File: src/rtl/srl_fifo_hs_if.sv
// Handshake bundle for srl_fifo_hs: producer write side, consumer read side and
// status outputs. Parameters must match the FIFO instance that uses it.
interface srl_fifo_hs_if #(
  parameter int DATA_WIDTH = 32,
  parameter int DEPTH      = 16,
  parameter int OUT_REG    = 0
);
  localparam int CAP = DEPTH + OUT_REG;
  localparam int CW  = $clog2(CAP + 1);

  logic                  if_write_ce;
  logic                  if_write;
  logic [DATA_WIDTH-1:0] if_din;
  logic                  if_full_n;
  logic                  if_almost_full;

  logic                  if_read_ce;
  logic                  if_read;
  logic [DATA_WIDTH-1:0] if_dout;
  logic                  if_empty_n;
  logic                  if_almost_empty;
  logic [CW-1:0]         if_num_data_valid;

  // Producer/consumer side of the link.
  modport master (
    output if_write_ce, if_write, if_din, if_read_ce, if_read,
    input  if_full_n, if_almost_full, if_dout, if_empty_n, if_almost_empty,
           if_num_data_valid
  );

  // FIFO side of the link.
  modport slave (
    input  if_write_ce, if_write, if_din, if_read_ce, if_read,
    output if_full_n, if_almost_full, if_dout, if_empty_n, if_almost_empty,
           if_num_data_valid
  );
endinterface

File: src/rtl/srl_fifo_hs.sv
// Shift-register FIFO with full_n/empty_n handshakes, occupancy and almost
// flags, and an optional registered first-word-fall-through output stage.
module srl_fifo_hs #(
  parameter int DATA_WIDTH = 32,
  parameter int DEPTH      = 16,
  parameter int OUT_REG    = 0,
  parameter int AF_LEVEL   = DEPTH - 1,
  parameter int AE_LEVEL   = 1
) (
  input logic          clk,
  input logic          reset_n,
  srl_fifo_hs_if.slave bus
);
  localparam int CAP = DEPTH + OUT_REG;
  localparam int CW  = $clog2(CAP + 1);
  localparam int SW  = $clog2(DEPTH + 1);
  localparam int AW  = $clog2(DEPTH);

  localparam logic [CW-1:0] CAP_C = CW'(CAP);
  localparam logic [CW-1:0] AF_C  = CW'(AF_LEVEL);
  localparam logic [CW-1:0] AE_C  = CW'(AE_LEVEL);

  if (DATA_WIDTH < 1 || DEPTH < 2 || OUT_REG < 0 || OUT_REG > 1 ||
      AF_LEVEL < 1 || AF_LEVEL > CAP || AE_LEVEL < 0 || AE_LEVEL > CAP - 1)
  begin : g_bad_params
    $error("srl_fifo_hs: parameter out of range");
  end

  logic                  wr;
  logic                  rd;
  logic                  srl_pop;
  logic                  v_next;
  logic [DATA_WIDTH-1:0] srl_head;

  logic [DATA_WIDTH-1:0] srl_q [DEPTH];
  logic [SW-1:0]         srl_cnt_q, srl_cnt_d;
  logic [AW-1:0]         addr_q, addr_d;
  logic [CW-1:0]         count_q, count_d;
  logic                  full_n_q, full_n_d;
  logic                  empty_n_q, empty_n_d;
  logic                  af_q, af_d;
  logic                  ae_q, ae_d;

  // Requests while the matching flag is low are dropped with no side effect.
  assign wr = bus.if_write & bus.if_write_ce & full_n_q;
  assign rd = bus.if_read  & bus.if_read_ce  & empty_n_q;

  assign srl_head = srl_q[addr_q];

  // NOTE: storage has no reset so it maps onto SRL primitives; validity is
  // tracked entirely by srl_cnt_q, so stale contents are never observed.
  always_ff @(posedge clk) begin
    if (wr) begin
      srl_q[0] <= bus.if_din;
      for (int i = 1; i < DEPTH; i++) begin
        srl_q[i] <= srl_q[i-1];
      end
    end
  end

  if (OUT_REG != 0) begin : g_out_reg
    logic                  v_q, v_d;
    logic [DATA_WIDTH-1:0] dout_q, dout_d;

    // Refill the output register whenever it is empty or being consumed.
    always_comb begin
      v_d     = v_q;
      dout_d  = dout_q;
      srl_pop = 1'b0;
      if (srl_cnt_q != '0 && (!v_q || rd)) begin
        dout_d  = srl_head;
        v_d     = 1'b1;
        srl_pop = 1'b1;
      end else if (rd) begin
        v_d = 1'b0;
      end
    end

    always_ff @(posedge clk) begin
      if (!reset_n) begin
        v_q    <= 1'b0;
        dout_q <= '0;
      end else begin
        v_q    <= v_d;
        dout_q <= dout_d;
      end
    end

    assign v_next      = v_d;
    assign bus.if_dout = dout_q;
  end else begin : g_comb_out
    assign srl_pop     = rd;
    assign v_next      = 1'b0;
    assign bus.if_dout = srl_head;
  end

  // NOTE: every output of this block gets a default first, so no path leaves
  // a value unassigned and no latch is inferred.
  always_comb begin
    srl_cnt_d = srl_cnt_q;
    case ({wr, srl_pop})
      2'b10:   srl_cnt_d = srl_cnt_q + SW'(1);
      2'b01:   srl_cnt_d = srl_cnt_q - SW'(1);
      default: srl_cnt_d = srl_cnt_q;
    endcase

    count_d = count_q;
    case ({wr, rd})
      2'b10:   count_d = count_q + CW'(1);
      2'b01:   count_d = count_q - CW'(1);
      default: count_d = count_q;
    endcase

    // Oldest word lives at srl_cnt-1; hold 0 when the SRL is empty.
    addr_d    = (srl_cnt_d == '0) ? '0 : AW'(srl_cnt_d - SW'(1));
    full_n_d  = (count_d < CAP_C);
    empty_n_d = (OUT_REG != 0) ? v_next : (count_d != '0);
    af_d      = (count_d >= AF_C);
    ae_d      = (count_d <= AE_C);
  end

  // NOTE: state registers use non-blocking assignments so every flop samples
  // pre-edge values regardless of process ordering.
  always_ff @(posedge clk) begin
    if (!reset_n) begin
      srl_cnt_q <= '0;
      addr_q    <= '0;
      count_q   <= '0;
      full_n_q  <= 1'b1;
      empty_n_q <= 1'b0;
      af_q      <= (AF_LEVEL == 0);
      ae_q      <= 1'b1;
    end else begin
      srl_cnt_q <= srl_cnt_d;
      addr_q    <= addr_d;
      count_q   <= count_d;
      full_n_q  <= full_n_d;
      empty_n_q <= empty_n_d;
      af_q      <= af_d;
      ae_q      <= ae_d;
    end
  end

  assign bus.if_full_n         = full_n_q;
  assign bus.if_empty_n        = empty_n_q;
  assign bus.if_almost_full    = af_q;
  assign bus.if_almost_empty   = ae_q;
  assign bus.if_num_data_valid = count_q;
endmodule

File: src/flat_wrapper.sv
// flat-port wrapper written by rule: the top's interface ports become plain ports
module srl_fifo_hs_flat 
#(
  parameter int DATA_WIDTH = 32,
  parameter int DEPTH      = 16,
  parameter int OUT_REG    = 0,
  parameter int AF_LEVEL   = DEPTH - 1,
  parameter int AE_LEVEL   = 1
)
  (clk, reset_n, bus_if_write_ce, bus_if_write, bus_if_din, bus_if_read_ce, bus_if_read, bus_if_full_n, bus_if_almost_full, bus_if_dout, bus_if_empty_n, bus_if_almost_empty, bus_if_num_data_valid);
  srl_fifo_hs_if #(.DATA_WIDTH(DATA_WIDTH), .DEPTH(DEPTH), .OUT_REG(OUT_REG)) bus_i ();
  input logic clk;
  input logic reset_n;
  input wire logic [$bits(bus_i.if_write_ce)-1:0] bus_if_write_ce;
  input wire logic [$bits(bus_i.if_write)-1:0] bus_if_write;
  input wire logic [$bits(bus_i.if_din)-1:0] bus_if_din;
  input wire logic [$bits(bus_i.if_read_ce)-1:0] bus_if_read_ce;
  input wire logic [$bits(bus_i.if_read)-1:0] bus_if_read;
  output wire logic [$bits(bus_i.if_full_n)-1:0] bus_if_full_n;
  output wire logic [$bits(bus_i.if_almost_full)-1:0] bus_if_almost_full;
  output wire logic [$bits(bus_i.if_dout)-1:0] bus_if_dout;
  output wire logic [$bits(bus_i.if_empty_n)-1:0] bus_if_empty_n;
  output wire logic [$bits(bus_i.if_almost_empty)-1:0] bus_if_almost_empty;
  output wire logic [$bits(bus_i.if_num_data_valid)-1:0] bus_if_num_data_valid;
  assign bus_i.if_write_ce = bus_if_write_ce;
  assign bus_i.if_write = bus_if_write;
  assign bus_i.if_din = bus_if_din;
  assign bus_i.if_read_ce = bus_if_read_ce;
  assign bus_i.if_read = bus_if_read;
  assign bus_if_full_n = bus_i.if_full_n;
  assign bus_if_almost_full = bus_i.if_almost_full;
  assign bus_if_dout = bus_i.if_dout;
  assign bus_if_empty_n = bus_i.if_empty_n;
  assign bus_if_almost_empty = bus_i.if_almost_empty;
  assign bus_if_num_data_valid = bus_i.if_num_data_valid;
  srl_fifo_hs #(.DATA_WIDTH(DATA_WIDTH), .DEPTH(DEPTH), .OUT_REG(OUT_REG), .AF_LEVEL(AF_LEVEL), .AE_LEVEL(AE_LEVEL)) u_core (.clk(clk), .reset_n(reset_n), .bus(bus_i));
endmodule
File: config.mk
export PLATFORM = sky130hd
export DESIGN_NAME = srl_fifo_hs_flat
export DESIGN_NICKNAME = d
export VERILOG_FILES = /design/src/rtl/srl_fifo_hs_if.sv /design/src/rtl/srl_fifo_hs.sv /design/src/flat_wrapper.sv
export SDC_FILE = /design/constraint.sdc
export NUM_CORES = 1
export LEC_CHECK = 0
export ABC_AREA = 1
export BUFFER_PORTS_ARGS = -buffer_cell sky130_fd_sc_hd__buf_4
export CORE_UTILIZATION = 29
export CTS_BUF_LIST = sky130_fd_sc_hd__clkbuf_2 sky130_fd_sc_hd__clkbuf_4 sky130_fd_sc_hd__clkbuf_8
export CTS_CLUSTER_DIAMETER = 60
export DETAILED_ROUTE_END_ITERATION = 16
export SYNTH_ARGS = -nofsm -noshare
export SYNTH_HDL_FRONTEND = slang
export SYNTH_SLANG_ARGS = --single-unit
File: constraint.sdc
create_clock -name clk -period 15.15 [get_ports clk]
set_input_delay 1.515 -clock clk [delete_from_list [all_inputs] [get_ports clk]]
set_output_delay 1.515 -clock clk [all_outputs]
set_load 0.01 [all_outputs]
; ---- Word-level counts from Yosys, hierarchy flattened
; Memory sizes are Yosys's and may differ from the RTL's. A register that Yosys moved wholly into a read port is not among the register bits.
; Cells that the tools add are included.
; Widths: inputs -> output; s select.
[word_totals]
ff_bits = 14
latchBits = 0
ram_bits = 512
mem_bits_ro = 0
in_bits = 38
output_inout_bits = 41
word_cells = 30
memories = 1
[mem_list]
columns = memory, words, width, rd, rd_ports_with_merged_regs, write_ports, line
row1 = u_core.srl_q, 16, 32, 16, 1, 16, srl_fifo_hs.sv:35  ; logic [DATA_WIDTH-1:0] srl_q [DEPTH];
[op_classes]
add_sub_neg = 5
multipliers = 0
div = 0
magnitude_cmp = 3
n_eq_ne = 2
shifts = 0
muxes = 5
bitwise_logic = 5
n_reduce_logical = 3
[op_table]
columns = operator, n
row1 = $pmux 5 s2, 2
row2 = $add 5x1->5 const B, 2
row3 = $sub 5x1->5 const B, 2
row4 = $ge 5x4->1 const B, 1
row5 = $le 5x1->1 const B, 1
row6 = $logic_not 5->1, 1
row7 = $lt 5x5->1 const B, 1
row8 = $reduce_bool 5->1, 1
row9 = $and 1x1->1, 4
row10 = $mux 4, 1
row11 = $sub 4x1->4 const B, 1
row12 = $eq 2x1->1 const B, 1
row13 = $eq 2x2->1 const B, 1
row14 = $mux 1, 2
row15 = $reduce_or 2->1, 1
row16 = $not 1->1, 1

; ---- Logic depth before layout (Yosys ltp)
; Gate-level depths: netlist of the first run.
[logic_depth]
ltp_word = 7
depth_mapped = 14
ltp_nobuf = 14

; ---- Least setup slack after synthesis of the first run
; OpenSTA, ideal clock, no wires.
[synth_timing]
kind = input port to flip-flop
start = input bus_if_write
end = memory u_core.srl_q[0][0] (enable)
setup_time_ps = 859
t_arrival_ps = 11483
required_ps = 14291
slack_ps = 2808
path_stages = 2
path_buffers = 0
path_cell_list = nand3_1 -> inv_1
[synth_rtl]
columns = item, line
row1 = "start, declared", flat_wrapper.sv:15  ; input wire logic [$bits(bus_i.if_write)-1:0] bus_if_write;
row2 = "end, declared", srl_fifo_hs.sv:35

==> results.tsv, run 1 <==
stage	metric	value	unit
clock_network	clock_path_buffers	3	
yosys	yosysWarnings	0	
routing	drt_iter0_drc	1149	
final_layout	diodes	0	
yosys	syn_inst	1620	
floorplanning	boundaryPins	79	
grt	first_global_vias	12858	
placement	gp_congestion	0.701	
yosys	synth_area_leader_cell	edfxtp_1	
sta	setup_tns	0	ps
placement	hpwl	22800	um
yosys	syn_avg_cell_area	12.9	um^2
clock_network	clkSinkCount	530	
placement	port_buffers	78	
sta	min_period	5550	ps
routing	ant_nets	0	
yosys	syn_nets	1669	
routing	via_count	12987	
grt	grt_pass1_wl	71000	um
sta	tightest_slew	1230	ps
floorplanning	die_x	271	um
grt	antenna_found_initial	0	
status	status	completed	
clock_network	cts_tree	done	
worst_setup_path	worstPathRequired	13640	ps
power	power_density	169	mW/mm^2
sta	setup_viol	0	
clock_network	root_buffer	clkbuf_8	
yosys	synth_cell_types	24	
clock_network	cts_setup_buffers	0	
final_layout	drive_above_1_share	0.134	
routing	drtPass1Iterations	6	
power	peakVddDrop	0.000144	V
sta	finalHoldViolCount	0	
routing	wl_met3	2320	um
worst_setup_path	crit_fanout	157	
floorplanning	core_area	0.0715	mm^2
worst_setup_path	path_class	reg2out	
worst_setup_path	end_kind	output pin	
routing	wl_met1	21200	um
routing	top_layer	met4	
floorplanning	num_rows	98	
sta	fin_skew	24.0	ps
final_layout	fin_cells	2709	
worst_hold_path	hp-class	reg2reg	
worst_setup_path	crit_path_start_kind	register	
sta	finalCritPeriodShare	0.366	
clock_network	h-tree-depth	3	
sta	max_freq	180	MHz
final_layout	utilization	0.336	
floorplanning	dieHeight	271	um
sta	rsz0062_at_grt	no	
worst_setup_path	arrival	4030	ps
yosys	synth_area	0.0210	mm^2
yosys	synth_area_leaders	edfxtp_1 (73%), nor2_1 (7.0%), o21ai_0 (5.9%)	
grt	grt_max_degree	158	
final_layout	area_growth	14.5	%
final_layout	final_net_count	1744	
yosys	synth_top_area_frac	0.733	
grt	track_usage	0.119	
job	drv_cap	0	
routing	vias_per_cell	4.79	
floorplanning	die-area	0.0734	mm^2
routing	wl	44600	um
clock_network	clk_latency	650	ps
clock_network	cts_resized	0	
sta	slew_viol_final	0	
final_layout	seq_area	0.0157	mm^2
routing	dr_wl_met2	20300	um
placement	placed_cells	2556	
power	p_leak	7.93	nW
final_layout	multi_input_area	0.00466	mm^2
yosys	synth_seq_area_share	0.750	
sta	relSlewSlack	0.177	
routing	wl_per_cell	16.5	um
grt	grt.overflow.total	0	
routing	remaining_drc_errors	0	
clock_network	clk_pin_slew	60	ps
yosys	ys_seq_elements	530	
final_layout	n_fill_cell	6993	
floorplanning	initial_core_util	0.293	
clock_network	cts_made_buffers	87	
power	p_total	4.07	mW
clock_network	cts_hold_buf	0	
-- placed cells by master (no fill, tap or decap) --
cell type / synthesis / routed
a21oi_1: 9 / 9
and3_1: 1 / 1
buf_4: 6 / 91
clkbuf_4: 0 / 36
clkbuf_8: 0 / 88
clkinv_1: 1 / 19
clkinv_2: 0 / 5
clkinvlp_4: 0 / 4
dfxtp_1: 18 / 14
dfxtp_2: 0 / 1
dfxtp_4: 0 / 3
edfxtp_1: 512 / 512
fa_1: 2 / 2
ha_1: 9 / 9
inv_1: 27 / 25
inv_2: 1 / 2
inv_6: 0 / 1
inv_8: 0 / 2
nand2_1: 61 / 61
nand3_1: 53 / 53
nand4_1: 2 / 2
nor2_1: 392 / 392
o211ai_1: 128 / 128
o21ai_0: 246 / 246
o21ai_1: 45 / 45
or2_2: 2 / 2
xnor2_1: 4 / 4
xor2_1: 2 / 2
-- flip-flops by register name (all words and copies together), names as in the netlist, named ones only --
| register | flops |
|---|---|
| u_core.srl_cnt_q | 5 |
| u_core.bus.if_full_n | 1 |
| u_core.bus.if_almost_full | 1 |
| u_core.bus.if_empty_n | 1 |
| u_core.bus.if_num_data_valid | 5 |
| u_core.srl_q | 512 |
| u_core.bus.if_almost_empty | 1 |
-- per-stage QoR --
stage                     cell area, um^2  hold slack (ps)  setup WS, ps
after floorplan                     21000              421          2810
after global placement              22400              423          9640
after detailed placement            22400              428          9390
after CTS                           24000              426          9550
after global routing                24000              437          9260
final                               24000              430          9600
-- cells in the mapped netlist --
library cell,count
edfxtp_1,512
nor2_1,392
o21ai_0,246
o211ai_1,128
nand2_1,61
clkbuf_1,60
nand3_1,53
o21ai_1,45
inv_1,27
buf_2,25
dfxtp_1,18
buf_1,11
a21oi_1,9
ha_1,9
buf_4,6
xnor2_1,4
buf_6,3
fa_1,2
nand4_1,2
or2_2,2
xor2_1,2
and3_1,1
clkinv_1,1
inv_2,1
-- cell type report --
type	instances	share of cell area
Clock buffer	124	0.0617
Sequential cell	530	0.655
Inverter	29	0.00516
Clock inverter	29	0.00562
Multi-Input combinational cell	956	0.194
Timing Repair Buffer	91	0.0284
Tap cell	950	0.0495
-- cell families (layout without fill, tap and decap cells) --
kind of cell | after synthesis | in the layout | share of synthesized area
fa+ha+maj | 11 | 11 | 0.00728
compound gates | 428 | 428 | 0.117
xor+xnor | 6 | 6 | 0.00250
flops | 530 | 530 | 0.750
simple gates | 511 | 511 | 0.0952
buf+inv | 134 | 273 | 0.0276
-- metal layers --
metal / vias up / global-route usage
li1: 6090 / -
met1: 6449 / 0.167
met2: 369 / 0.183
met3: 79 / 0.0275
met4: 0 / 0.0367
met5: - / 0
-- path summary, 6_finish.rpt --
path | start | endpoint | slack, ps | cells after the start
max | register | bus_if_dout[3] | 9600 | 9
min | u_core.srl_q[14][9]$_DFFE_PP_ | u_core.srl_q[15][9]$_DFFE_PP_ | 430 | 0
max reg2reg | u_core.bus.if_full_n$_SDFF_PN1_ | u_core.srl_q[7][26]$_DFFE_PP_ | 10700 | 5
min reg2reg | u_core.srl_q[14][9]$_DFFE_PP_ | u_core.srl_q[15][9]$_DFFE_PP_ | 430 | 0
-- report_power, final --
| group | total [mW] | switching, mW | internal [mW] |
|---|---|---|---|
| clock | 1.18 | 0.556 | 0.627 |
| sequential | 1.84 | 0.0929 | 1.75 |
| combinational | 1.04 | 0.687 | 0.353 |
| total | 4.07 | 1.34 | 2.73 |
-- critical path: stages, from the launching register on --
cell	delay, ps
dfxtp_4	540
inv_8	740
buf_4	960
nor2_1	70
nor2_1	110
o21ai_0	100
o21ai_0	160
o211ai_1	160
nand2_1	220
buf_4	160
Note: power is estimated with default switching activity, not from simulation.
==> run 2: changes to the inputs <==
clock period = 5.4 ns   (was 15.15 ns; I/O delays follow)
==> run 2 against run 1 <==
Compared with the run above: count of clock-buffer cells in the layout down 19; combinational power rose to 2.8 times the previous value; die area stayed put; sequential share of layout area grew 0.072 points; clock power grew to 2.7 times the previous value; global-route usage shrank 0.20 points; total power rose to 2.8 times the previous value; sequential power rose to 2.8 times the previous value; first-iteration DRC count up 17%.
==> results.tsv, run 2 (synthesized netlist as in run 1, its figures left out) <==
stage	metric	value	unit
worst_hold_path	min_from	bus_if_din[7]	
sta	finalHoldViolCount	0	
routing	top_layer	met4	
routing	dr_wl_met2	19900	um
worst_setup_path	crit_path_start_kind	register	
placement	hpwl	23100	um
final_layout	regMostFlops	u_core.srl_q	
job	drv_cap	0	
worst_setup_path	timing.rr.start	u_core.bus.if_empty_n$_SDFF_PN0_	
sta	fin_skew	31.9	ps
power	peakVddDrop	0.000484	V
worst_setup_path	cp_cell_sequence	inv_8, buf_4, nor2_1, nor2_1, o21ai_0, o211ai_1, nand3_1, nand2_1, buf_4	
power	power_density	468	mW/mm^2
routing	via_count	12834	
routing	wl_met1	20700	um
worst_setup_path	crit_fanout	173	
floorplanning	initial_core_util	0.293	
grt	grt_pass1_wl	69900	um
grt	grt_max_degree	257	
worst_setup_path	r2r_slack	2780	ps
clock_network	clkSinkCount	530	
clock_network	clock_path_buffers	3	
routing	drt_iter0_drc	1339	
final_layout	seq_area	0.0157	mm^2
floorplanning	boundaryPins	79	
final_layout	multi_input_area	0.00468	mm^2
routing	remaining_drc_errors	0	
final_layout	final_area	0.0240	mm^2
worst_setup_path	path_class	reg2out	
routing	wl_met3	2360	um
worst_hold_path	worstHoldEndpoint	u_core.srl_q[0][7]$_DFFE_PP_	
floorplanning	num_rows	98	
worst_setup_path	crit_buf_inv	3	
sta	rsz0062_at_grt	no	
worst_setup_path	critPathTopFamily	buffers and inverters	
power	swShare	0.328	
worst_setup_path	cp_slowest_cell	buf_4	
routing	wl_per_cell	16.3	um
clock_network	cts_resized	0	
clock_network	h-tree-depth	3	
clock_network	root_buffer	clkbuf_8	
sta	slew_viol_final	0	
power	p_leak	7.89	nW
routing	vias_per_cell	4.77	
grt	antenna_found_initial	1	
worst_setup_path	arrival	3240	ps
final_layout	final_cell_mix	edfxtp_1 (512), nor2_1 (392), o21ai_0 (246), o211ai_1 (128), buf_4 (87)	
final_layout	drive_above_1_share	0.127	
power	seqPwrFrac	0.459	
sta	min_period	3780	ps
power	intPower	7.54	mW
worst_hold_path	hold_path_depth	1	
grt	first_global_vias	12643	
clock_network	clk_pin_slew	60	ps
worst_setup_path	ff2ff_path_depth	12	
placement	dpl_cell_area	0.0225	mm^2
sta	max_freq	265	MHz
power	clkPwrFrac	0.279	
grt	track_usage	0.117	
sta	setup_viol	0	
sta	setup_tns	0	ps
placement	gp_congestion	0.715	
floorplanning	dieHeight	271	um
routing	ant_nets	0	
final_layout	final_net_count	1742	
clock_network	clk_latency	630	ps
floorplanning	die-area	0.0734	mm^2
status	status	completed	
final_layout	diodes	0	
final_layout	area_growth	14.4	%
final_layout	n_fill_cell	6958	
floorplanning	core_area	0.0715	mm^2
routing	wl	43900	um
clock_network	cts_tree	done	
floorplanning	die_x	271	um
power	p_total	11.2	mW
sta	tightest_slew	1200	ps
clock_network	cts_made_buffers	81	
routing	drtPass1Iterations	5	
worst_setup_path	worstPathRequired	4860	ps
power	pwr-share-comb	0.262	
placement	port_buffers	78	
final_layout	largest_reg_flops	512	
placement	pre_cts_slack	2280	ps
sta	fin_ws	1620	ps
worst_setup_path	slowest_delay	600	ps
power	netSwitchingPower	3.68	mW
worst_setup_path	end_kind	output pin	
sta	relSlewSlack	0.198	
worst_hold_path	hp-class	in2reg	
clock_network	cts_hold_buf	0	
grt	grt.overflow.total	0	
sta	finalCritPeriodShare	0.700	
final_layout	layout_commonest_cell	edfxtp_1	
clock_network	cts_setup_buffers	0	
-- run 2: worst max path at each step --
stage | cells after the start | startpoint | end
2_1_floorplan | 2 | bus_if_write | u_core.srl_q[0][0]$_DFFE_PP_
3_3_place_gp | 7 | register | bus_if_dout[18]
3_5_place_dp | 7 | register | bus_if_dout[18]
4_1_cts | 9 | register | bus_if_dout[24]
5_1_grt | 9 | register | bus_if_dout[24]
6_report | 9 | register | bus_if_dout[24]
-- run 2: layout make-up --
cell class | count | share of cell area
sequential | 530 | 0.656
multi-input combinational | 956 | 0.195
clock buffer | 105 | 0.0547
tap | 950 | 0.0495
timing repair buffer | 95 | 0.0339
clock inverter | 25 | 0.00574
inverter | 29 | 0.00501
-- run 2: stage by stage --
step / hold slack (ps) / std cells / utilization
final: 79.6 / 2690 / 0.336
after global routing: 37.4 / 2690 / 0.336
after CTS: 23.3 / 2690 / 0.336
after detailed placement: 427 / 2560 / 0.315
after global placement: 424 / 2560 / 0.315
after floorplan: 421 / 1620 / -
-- run 2: worst register-to-register path, stage by stage, from the launching register on --
cell and delay, ps:
dfxtp_1 330, and3_1 150, ha_1 470, inv_1 170, fa_1 460, o21ai_0 230
inv_1 130, ha_1 200, inv_1 50, nor2_1 40, nand3_1 70, nand2_1 110
a21oi_1 150
-- run 2: power groups by stage --
stage                     Sequential, mW  Clock (mW)  Combinational, mW
after floorplan                     5.19           0               2.01
after global placement              5.22           0               2.93
after detailed placement            5.23           0               2.99
after CTS                           5.15        3.23               3.00
after global routing                5.20        3.38               3.31
final                               5.15        3.13               2.94
-- run 2: layer usage --
metal / global-route usage / vias to the layer above
met1: 0.166 / 6329
met4: 0.0381 / 0
met2: 0.178 / 364
li1: - / 6068
met3: 0.0259 / 73
met5: 0 / -
